===== src/rtl/alu_pkg.sv =====
// alu_pkg: shared definitions for the sequential ALU.
//   - opcode encodings (OP_PASS .. OP_MUL; 12-15 reserved)
//   - FSM state encoding (S_IDLE, S_MUL, S_DONE)
//   - flag bank layout {carry, overflow, zero, negative}
package alu_pkg;

  localparam logic [3:0] OP_PASS   = 4'd0;
  localparam logic [3:0] OP_NOT    = 4'd1;
  localparam logic [3:0] OP_ADD    = 4'd2;
  localparam logic [3:0] OP_SUB    = 4'd3;
  localparam logic [3:0] OP_AND    = 4'd4;
  localparam logic [3:0] OP_OR     = 4'd5;
  localparam logic [3:0] OP_NEG    = 4'd6;
  localparam logic [3:0] OP_NEGSEL = 4'd7;
  localparam logic [3:0] OP_SHL    = 4'd8;
  localparam logic [3:0] OP_SHR    = 4'd9;
  localparam logic [3:0] OP_SRA    = 4'd10;
  localparam logic [3:0] OP_MUL    = 4'd11;

  typedef enum logic [1:0] {
    S_IDLE = 2'd0,
    S_MUL  = 2'd1,
    S_DONE = 2'd2
  } state_t;

  typedef struct packed {
    logic carry;
    logic overflow;
    logic zero;
    logic negative;
  } flags_t;

endpackage


===== src/rtl/alu_mul_iter.sv =====
// alu_mul_iter: unsigned shift-add multiplier, one partial product per cycle.
// Ports:
//   clk, reset (async, active-low)
//   load     : capture a/b, clear accumulator and step counter
//   a, b     : operands (sampled on load)
//   product  : accumulator value after the current cycle's step
//   last     : the current cycle performs the final (WIDTH-th) step
// The multiplier keeps stepping after the final step; the owner only looks
// at product/last while it is waiting for a multiply to finish.
module alu_mul_iter #(
  parameter int WIDTH = 16
) (
  input  logic               clk,
  input  logic               reset,
  input  logic               load,
  input  logic [WIDTH-1:0]   a,
  input  logic [WIDTH-1:0]   b,
  output logic [2*WIDTH-1:0] product,
  output logic               last
);

  localparam logic [WIDTH-1:0] LAST_STEP = WIDTH'(WIDTH - 1);
  localparam logic [WIDTH-1:0] ONE       = WIDTH'(1);

  logic [2*WIDTH-1:0] r_acc;
  logic [2*WIDTH-1:0] r_mcand;
  logic [WIDTH-1:0]   r_mplier;
  logic [WIDTH-1:0]   r_cnt;
  logic [2*WIDTH-1:0] w_acc_next;

  // Lookahead: exposing the post-step value lets the owner capture the full
  // product on the same edge that performs the final step.
  assign w_acc_next = r_acc + (r_mplier[0] ? r_mcand : '0);
  assign product    = w_acc_next;
  assign last       = (r_cnt == LAST_STEP);

  always_ff @(posedge clk or negedge reset) begin
    if (!reset) begin
      r_acc    <= '0;
      r_mcand  <= '0;
      r_mplier <= '0;
      r_cnt    <= '0;
    end else if (load) begin
      r_acc    <= '0;
      r_mcand  <= {{WIDTH{1'b0}}, a};
      r_mplier <= b;
      r_cnt    <= '0;
    end else begin
      r_acc    <= w_acc_next;
      r_mcand  <= r_mcand << 1;
      r_mplier <= r_mplier >> 1;
      r_cnt    <= r_cnt + ONE;
    end
  end

endmodule


===== src/rtl/alu_seq.sv =====
// alu_seq: registered datapath ALU with iterative multiply and two flag banks.
// Ports:
//   clk, reset (async, active-low)
//   start, a, b, op_alu, s_inm, interruption : request and its operands
//   intr_clr   : synchronous clear of the interrupt flag bank (wins over a write)
//   y, y_hi    : registered result (y_hi is the upper product half for MUL, else 0)
//   busy, done : handshake status
//   carry/overflow/zero/negative[_intr] : normal / interrupt flag banks
//   dbg_state  : current FSM state
// Handshake: start is sampled only in IDLE. A non-MUL op goes IDLE->DONE on
// the start edge; MUL raises busy for WIDTH cycles and then goes to DONE.
// done is high for exactly the one cycle spent in DONE, and y, y_hi and the
// selected flag bank change on the edge that raises done. start during busy
// or DONE is ignored, so each op takes at least two cycles.
module alu_seq
  import alu_pkg::*;
#(
  parameter  int WIDTH = 16,
  localparam int SHW   = $clog2(WIDTH)
) (
  input  logic             clk,
  input  logic             reset,
  input  logic             start,
  input  logic [WIDTH-1:0] a,
  input  logic [WIDTH-1:0] b,
  input  logic [3:0]       op_alu,
  input  logic             s_inm,
  input  logic             interruption,
  input  logic             intr_clr,
  output logic [WIDTH-1:0] y,
  output logic [WIDTH-1:0] y_hi,
  output logic             busy,
  output logic             done,
  output logic             carry,
  output logic             overflow,
  output logic             zero,
  output logic             negative,
  output logic             carry_intr,
  output logic             overflow_intr,
  output logic             zero_intr,
  output logic             negative_intr,
  output logic [1:0]       dbg_state
);

  localparam int               MSB     = WIDTH - 1;
  localparam logic [WIDTH-1:0] MIN_NEG = {1'b1, {(WIDTH-1){1'b0}}};

  state_t             r_state;
  logic               r_busy;
  logic               r_done;
  logic               r_intr;
  logic [WIDTH-1:0]   r_y;
  logic [WIDTH-1:0]   r_y_hi;
  flags_t             r_fn;
  flags_t             r_fi;

  logic [WIDTH-1:0]   w_res;
  logic [WIDTH-1:0]   w_m;
  logic [WIDTH-1:0]   w_s;
  logic [WIDTH-1:0]   w_x;
  logic [WIDTH:0]     w_sum;
  logic [WIDTH:0]     w_wide;
  logic [SHW-1:0]     w_amt;
  logic               w_c;
  logic               w_v;
  logic               w_upd;
  flags_t             w_flags;
  flags_t             w_mflags;
  logic [2*WIDTH-1:0] w_product;
  logic               w_last;
  logic               w_load;

  // Operand routing for the swappable subtract and the selectable negate.
  assign w_m   = s_inm ? b : a;
  assign w_s   = s_inm ? a : b;
  assign w_x   = ((op_alu == OP_NEG) || s_inm) ? a : b;
  assign w_amt = b[SHW-1:0];

  always_comb begin
    w_res  = '0;
    w_sum  = '0;
    w_wide = '0;
    w_c    = 1'b0;
    w_v    = 1'b0;
    w_upd  = 1'b1;
    case (op_alu)
      OP_PASS: w_res = a;
      OP_NOT:  w_res = ~a;
      OP_ADD: begin
        w_sum = {1'b0, a} + {1'b0, b};
        w_res = w_sum[MSB:0];
        w_c   = w_sum[WIDTH];
        w_v   = (a[MSB] == b[MSB]) && (w_res[MSB] != a[MSB]);
      end
      OP_SUB: begin
        w_res = w_m - w_s;
        w_c   = (w_m < w_s);
        w_v   = (w_m[MSB] != w_s[MSB]) && (w_res[MSB] != w_m[MSB]);
      end
      OP_AND: w_res = a & b;
      OP_OR:  w_res = a | b;
      OP_NEG, OP_NEGSEL: begin
        w_res = '0 - w_x;
        w_c   = |w_x;
        w_v   = (w_x == MIN_NEG);
      end
      // Shifts run on a WIDTH+1 bit vector so the bit shifted out lands in
      // the extra position; a zero amount leaves that position 0.
      OP_SHL: begin
        w_wide       = {1'b0, a} << w_amt;
        {w_c, w_res} = w_wide;
      end
      OP_SHR: begin
        w_wide       = {a, 1'b0} >> w_amt;
        {w_res, w_c} = w_wide;
      end
      OP_SRA: begin
        w_wide       = $signed({a, 1'b0}) >>> w_amt;
        {w_res, w_c} = w_wide;
      end
      default: w_upd = 1'b0;  // MUL is handled by the FSM; 12-15 leave state alone
    endcase

    w_flags.carry       = w_c;
    w_flags.overflow    = w_v;
    w_flags.zero        = (w_res == '0);
    w_flags.negative    = w_res[MSB];

    w_mflags.carry      = |w_product[2*WIDTH-1:WIDTH];
    w_mflags.overflow   = |w_product[2*WIDTH-1:WIDTH];
    w_mflags.zero       = (w_product[MSB:0] == '0);
    w_mflags.negative   = w_product[MSB];
  end

  assign w_load = (r_state == S_IDLE) && start && (op_alu == OP_MUL);

  alu_mul_iter #(.WIDTH(WIDTH)) u_mul (
    .clk     (clk),
    .reset   (reset),
    .load    (w_load),
    .a       (a),
    .b       (b),
    .product (w_product),
    .last    (w_last)
  );

  always_ff @(posedge clk or negedge reset) begin
    if (!reset) begin
      r_state <= S_IDLE;
      r_busy  <= 1'b0;
      r_done  <= 1'b0;
      r_intr  <= 1'b0;
      r_y     <= '0;
      r_y_hi  <= '0;
      r_fn    <= '0;
      r_fi    <= '0;
    end else begin
      r_done <= 1'b0;
      case (r_state)
        S_IDLE: begin
          if (start) begin
            if (op_alu == OP_MUL) begin
              r_intr  <= interruption;
              r_busy  <= 1'b1;
              r_state <= S_MUL;
            end else begin
              r_done  <= 1'b1;
              r_state <= S_DONE;
              if (w_upd) begin
                r_y    <= w_res;
                r_y_hi <= '0;
                if (interruption) r_fi <= w_flags;
                else              r_fn <= w_flags;
              end
            end
          end
        end
        S_MUL: begin
          if (w_last) begin
            r_busy  <= 1'b0;
            r_done  <= 1'b1;
            r_state <= S_DONE;
            r_y     <= w_product[MSB:0];
            r_y_hi  <= w_product[2*WIDTH-1:WIDTH];
            if (r_intr) r_fi <= w_mflags;
            else        r_fn <= w_mflags;
          end
        end
        S_DONE:  r_state <= S_IDLE;
        default: r_state <= S_IDLE;
      endcase
      // Placed last so a coinciding interrupt-bank write is overridden.
      if (intr_clr) r_fi <= '0;
    end
  end

  assign y             = r_y;
  assign y_hi          = r_y_hi;
  assign busy          = r_busy;
  assign done          = r_done;
  assign carry         = r_fn.carry;
  assign overflow      = r_fn.overflow;
  assign zero          = r_fn.zero;
  assign negative      = r_fn.negative;
  assign carry_intr    = r_fi.carry;
  assign overflow_intr = r_fi.overflow;
  assign zero_intr     = r_fi.zero;
  assign negative_intr = r_fi.negative;
  assign dbg_state     = r_state;

endmodule


===== config.mk =====
export PLATFORM = sky130hd
export DESIGN_NAME = alu_seq
export DESIGN_NICKNAME = d
export VERILOG_FILES = /design/src/rtl/alu_pkg.sv /design/src/rtl/alu_mul_iter.sv /design/src/rtl/alu_seq.sv
export SDC_FILE = /design/constraint.sdc
export NUM_CORES = 1
export LEC_CHECK = 0
export BUFFER_PORTS_ARGS = -buffer_cell sky130_fd_sc_hd__clkbuf_2
export CORE_MARGIN = 5
export CORE_UTILIZATION = 55
export CTS_CLUSTER_SIZE = 40
export DETAILED_ROUTE_END_ITERATION = 8
export PLACE_DENSITY = 0.87
export SYNTH_ARGS = -nofsm -noshare
export SYNTH_HDL_FRONTEND = slang
export SYNTH_SLANG_ARGS = --single-unit

===== constraint.sdc =====
create_clock -name clk -period 3.7 [get_ports clk]
set_input_delay 1.11 -clock clk [delete_from_list [all_inputs] [get_ports clk]]
set_output_delay 1.11 -clock clk [all_outputs]
set_load 0.01 [all_outputs]

# After elaboration in Yosys (flattened, before gate mapping)

Cells that the tools add are included.

Input port bits: 42
Output and inout port bits: 44
Register bits: 141

Shift-type cells: 3
Muxes and demuxes: 49
Bitwise operators: 3
Equal/unequal tests: 31
Add/subtract/negate cells: 5
Reduce and logical (&&, ||, !) cells: 21
$lt $le $gt $ge: 1

Operator list:

| cell                                                                    | count |
|---|---|
| 16-bit 2-to-1 mux                                                       | 13 |
| 16-bit one-hot mux with 10 select lines                                 | 1 |
| 32-bit 2-to-1 mux                                                       | 3 |
| 16-bit one-hot mux with 2 select lines                                  | 2 |
| 4-bit 2-to-1 mux                                                        | 13 |
| 32-bit adder                                                            | 1 |
| 16-bit zero test                                                        | 2 |
| 16-bit OR reduction                                                     | 2 |
| 16-bit by 16-bit adder with 17-bit output                               | 1 |
| 16-bit by 4-bit left shift with 17-bit output                           | 1 |
| 17-bit by 4-bit right shift with 17-bit output                          | 1 |
| 17-bit by 4-bit >>> shifter with 17-bit output                          | 1 |
| 16-bit by 1-bit adder with 16-bit output (second input constant)        | 1 |
| 16-bit bitwise AND                                                      | 1 |
| 16-bit equality test (second input constant)                            | 1 |
| 16-bit by 4-bit equality test with 1-bit output (second input constant) | 1 |
| 4-bit by 3-bit equality test with 1-bit output (second input constant)  | 4 |
| 4-bit equality test (second input constant)                             | 4 |
| 16-bit < comparator                                                     | 1 |
| 16-bit inverter                                                         | 1 |
| 16-bit OR                                                               | 1 |
| 4-bit one-hot mux with 2 select lines                                   | 2 |
| 1-bit by 16-bit subtractor with 16-bit output (first input constant)    | 1 |
| 16-bit subtractor                                                       | 1 |
| other kinds (28)                                                        | 53 |

# Depth between registers and ports, before layout

Depth in word-level cells: 12
Depth in mapped cells: 20

# Hierarchy

Synthesis repeated with hierarchy kept, for this count alone.

Cell total of the unflattened synthesis: 1575
Area total of the unflattened synthesis: 13182.6 um2

By module, submodules not included:

| module       | times used | area an instance (um2) | cells an instance |
|---|---|---|---|
| alu_seq      | 1          | 7674.9                 | 1027 |
| alu_mul_iter | 1          | 5507.8                 | 548 |

# Worst setup path after synthesis

Ideal clock, no wire load.

Path kind: input to register
Start: input op_alu[1]
End: register r_fi, in the netlist zero_intr
Stages on the path: 18
Slack: -1148 ps
Required time: 3606 ps
Arrival: 4754 ps
Setup time: 94 ps
Cell sequence: buf_2 -> and4bb_1 -> buf_2 -> or2_1 -> buf_4 -> buf_2 -> a21oi_1 -> ha_1 -> or4b_1 -> or3_1 -> and3_1 -> a2111oi_1 -> o211a_1 -> o211a_1 -> o211ai_1 -> nor4_1 -> nand4b_1 -> a221oi_2

Cells in the longest elaborated chain, start to end: 12
Elaborated cells between the ends (all ways): 29

RTL lines:

| element                                        | line                         | text |
|---|---|---|
| start, declared                                | alu_seq.sv:26                | `input logic [3:0] op_alu,` |
| 4-bit by 3-bit equality test with 1-bit output | alu_seq.sv:76, alu_seq.sv:86 |  |
| 1-bit logical OR                               | alu_seq.sv:76                | `assign w_x = ((op_alu == OP_NEG) \|\| s_inm) ? a : b;` |
| 16-bit 2-to-1 mux                              | alu_seq.sv:76                |  |
| 1-bit by 16-bit subtractor with 16-bit output  | alu_seq.sv:103               | `w_res = '0 - w_x;` |
| 16-bit one-hot mux with 10 select lines        | alu_seq.sv:86                | `case (op_alu)` |
| 16-bit zero test                               | alu_seq.sv:126               | `w_flags.zero = (w_res == '0);` |
| 4-bit 2-to-1 mux                               | alu_seq.sv:172               | `if (interruption) r_fi <= w_flags;` |
| 4-bit 2-to-1 mux                               | alu_seq.sv:169               | `if (w_upd) begin` |
| 4-bit 2-to-1 mux                               | alu_seq.sv:162               | `if (op_alu == OP_MUL) begin` |
| 4-bit 2-to-1 mux                               | alu_seq.sv:161               | `if (start) begin` |
| 4-bit one-hot mux with 2 select lines          | alu_seq.sv:159               | `case (r_state)` |
| 4-bit 2-to-1 mux                               | alu_seq.sv:193               | `if (intr_clr) r_fi <= '0;` |
| end signal, assigned                           | alu_seq.sv:172               |  |
| end signal, assigned                           | alu_seq.sv:185               | `if (r_intr) r_fi <= w_mflags;` |
| end, declared                                  | alu_seq.sv:55                | `flags_t r_fi;` |

Several ways; a longest one is shown, not always the timed one. The select of a mux whose other input is x is not followed.
A chain may end at the register's enable or synchronous reset.

# Worst setup path in the final report

Start: input op_alu[2]
End: register r_fi, in the netlist zero_intr

Same word-level chain as after synthesis.

==> results by group <==
Outcome
  – Status: complete, but fails checks
  – Violated checks: negative setup slack

Logic synthesis
  – Synth Register Bits: 141
  – Synth cell types: 96
  – Synth top area share: 27.6%
  – Most used DFF post-synth: dfrtp_1
  – Syn avg cell area: 8.28 um2
  – Top post-synthesis cells by area: dfrtp_1 28%, ha_1 6.6%, mux2_2 4.2%
  – Ys Warns: 0
  – Register area share after synthesis: 27.6%
  – Largest area contributor in the netlist: dfrtp_1
  – Post-synth EDFFs: 0
  – Post-Syn Area: 0.0128 mm2
  – Async S/R FF share, synth: 100%
  – Post-Syn Nets: 1655
  – Synthesized instance count: 1544

Power
  – Register share of total power: 29.7%
  – Max VDD drop: 0.000328 V
  – Logic gate share of total power: 45.0%
  – Power Internal: 0.00434 W
  – Sw Share: 38.5%
  – Leak: 8.14 nW
  – Net switching power: 0.00271 W
  – Pwr Density: 410 mW/mm2
  – Power share of the clock group: 25.4%
  – Power consumption: 0.00705 W

Die
  – DIE AREA: 0.0264 mm2
  – IO Pins: 86
  – Die Wd: 162 um
  – Starting Density: 56.1%
  – Chip height: 162 um
  – Core ar.: 0.0228 mm2
  – Std-Cell Rows: 55

Cells and area
  – Layout area overhead: 34.4%
  – Most common cell after layout, fill and taps aside: buf_4
  – Area of the multi-input gates: 0.00900 mm2
  – Finished Layout Cells: 2253
  – Register area: 0.00353 mm2
  – Number of fill cells: 1649
  – Finished Cell Area: 0.0172 mm2
  – Most frequent cells in the layout: 379 x buf_4, 141 x dfrtp_1, 139 x nor2_1, 124 x nand2_1, 86 x a21oi_1
  – Layout cell share with drive strength beyond 1: 33.9%
  – Final Net Count: 2038

Job
  – Max Cap Viol: 0

Clocking
  – Clk Latency, worst-skew pair: 430 ps
  – CTS tree: done
  – # hold bufs at CTS: 0
  – Root Buffer: clkbuf_16
  – Cts bufs inserted: 17
  – Deepest clock path buffer count: 2
  – Clock-pin transition on the worst setup and hold timing paths: 60 ps
  – Clk sinks: 141
  – CTS HTree Levels: 4

Global route
  – Tot GR Track Use: 39.0%
  – Initial antenna violation count: 1
  – Largest net degree at the start of global routing: 71
  – First-pass GRT wire length: 81000 um
  – GRT Residual Overflow: 0
  – Vias in the first global route: 14200

Timing
  – Slew @ Worst Pin: 883 ps
  – Setup TNS: -1110 ps
  – Fin. Hold Viols: 0
  – Fmax: 248 MHz
  – Clock Skews: 16.8 ps
  – Tmin final: 4040 ps
  – Number of setup violations in the final report: 8
  – RSZ-0062 raised after global routing: yes
  – Max_slew headroom: 41.0%
  – Final period util: 109%
  – Fin worst setup slack: -338 ps
  – Slew Limit Fails: 0

Worst setup path
  – WP buf/inv: 1
  – Max incr delay on CP: 460 ps
  – CP arrival: 4380 ps
  – Delay-heaviest family, CP: simple AND/OR/NAND/NOR gates
  – Worst-path maximum fanout: 5
  – Critical path launch point type: input pin
  – Crit Path Class: input pin to register
  – WP data required: 4040 ps
  – CP dominant cell by count: o211a_1
  – CP Capture Type: register
  – Slowest stage cell, crit path: or4b_4
  – Critical path cell sequence: clkbuf_2, and4bb_1, or2_4, a21oi_4, ha_4, or4b_4, or3_1, and3_4, a2111oi_4, o211a_1, o211a_1, o211ai_1, nor4_2, nand4b_1, a221oi_2

Placement
  – Port Buffers: 85
  – GP Congestion: 1.03
  – Inst Count DP: 2206
  – Pre-CTS setup slack: -970 ps
  – DP Area: 0.0161 mm2
  – Hpwl dp: 39900 um

Route
  – Drt first pass iters: 8
  – Drt total wl: 52500 um
  – Post-DRT Antenna Nets: 0
  – DR DRC count: 0
  – Via count: 14600
  – Initial drt markers: 1979
  – Routed len/inst: 23.3 um
  – Avg Vias per Cell: 6.46

Worst hold path
  – Worst Hold Class: register to register
[flip-flops by register name, summed over array words and instances, names as in the netlist]
| name | flops |
|---|---|
| carry | 1 |
| u_mul.r_acc | 32 |
| y | 16 |
| negative | 1 |
| busy | 1 |
| overflow_intr | 1 |
| u_mul.r_cnt | 16 |
| zero | 1 |
| negative_intr | 1 |
| u_mul.r_mplier | 16 |
| zero_intr | 1 |
| dbg_state | 2 |
| r_intr | 1 |
| carry_intr | 1 |
| u_mul.r_mcand | 32 |
| y_hi | 16 |
| done | 1 |
| overflow | 1 |
[power groups by stage]
stage	clock network (W)	logic (W)	registers [W]
after floorplan	0	0.00157	0.00206
after global placement	0	0.00279	0.00207
after detailed placement	0	0.00286	0.00209
after CTS	0.00179	0.00298	0.00208
after global routing	0.00186	0.00338	0.00212
final	0.00179	0.00317	0.00209
[repair_timing]
action                     in CTS  in global routing
hold endpoints to repair        0                  0
pin swaps                      10                  6
gates resized for setup        32                 40
buffers inserted               10                  5
setup endpoints to repair       9                 16
[Yosys cell counts (7+ instances only)]
cell	count
nand3_1	45
o21a_1	7
nor3_1	34
dfrtp_1	141
buf_2	23
a221o_1	9
clkbuf_1	73
o21ai_0	74
o22ai_1	9
xor2_1	21
a21oi_1	94
or3_1	10
a21o_1	29
inv_1	57
nand4_1	22
mux2i_1	35
nand2b_1	21
o21bai_1	9
a211oi_1	36
ha_1	67
buf_1	8
nand2_1	124
a31oi_1	17
xnor2_1	45
nor2b_1	41
and2_1	41
o31ai_1	9
o211a_1	9
nor4_1	17
o221ai_1	19
and3_1	17
o211ai_1	23
mux2_2	48
nor2_1	142
o41ai_1	7
nand3b_1	7
a221oi_1	12
mux4_2	9
[kinds of logic after synthesis]
group                      Yosys count  share of synthesized area, %
and+or+nand+nor                    563                          22.5
AOI/OAI and AO/OA                  441                          24.3
xor gates and xnor gates            66                          4.52
buffers and inverters              170                          5.48
muxes                               94                          8.75
adders and majority gates           69                          6.87
DFF                                141                          27.6
[worst paths after layout]
path	from	to	slack, ps	depth (start not counted)
min	u_mul.r_cnt[0]	u_mul.r_cnt[0]	460	1
max reg2reg	u_mul.r_mplier[0]	overflow_intr	-90	16
min in group asynchronous	reset	u_mul.r_acc[1]	690	1
min reg2reg	u_mul.r_cnt[0]	u_mul.r_cnt[0]	460	1
max in group asynchronous	reset	u_mul.r_mcand[13]	2260	2
max	op_alu[2]	zero_intr	-340	15
[through the flow]
stage / util [%] / hold slack (ps)
5_1_grt: 75.5 / 483
3_3_place_gp: 70.6 / 443
4_1_cts: 74.4 / 463
2_1_floorplan: - / 433
3_5_place_dp: 70.6 / 454
6_report: 75.5 / 462
[area by class of cell]
cell class | instances | share of cell area, %
Timing Repair Buffer | 474 | 20.0
Multi-Input combinational cell | 1233 | 52.4
Inverter | 60 | 1.31
Sequential cell | 141 | 20.5
Clock buffer | 18 | 2.50
Clock inverter | 13 | 0.975
Antenna cell | 1 | 0.0146
Tap cell | 313 | 2.28
[routing by layer]
layer,share of wire (%),vias to the layer above,track usage [%]
met4,4.9,0,15.9
met3,11,193,8.66
met1,39,6958,52.1
met5,0,-,0
met2,45,931,61.7
li1,-,6468,-
No activity file was read; power rests on OpenSTA's default activity.
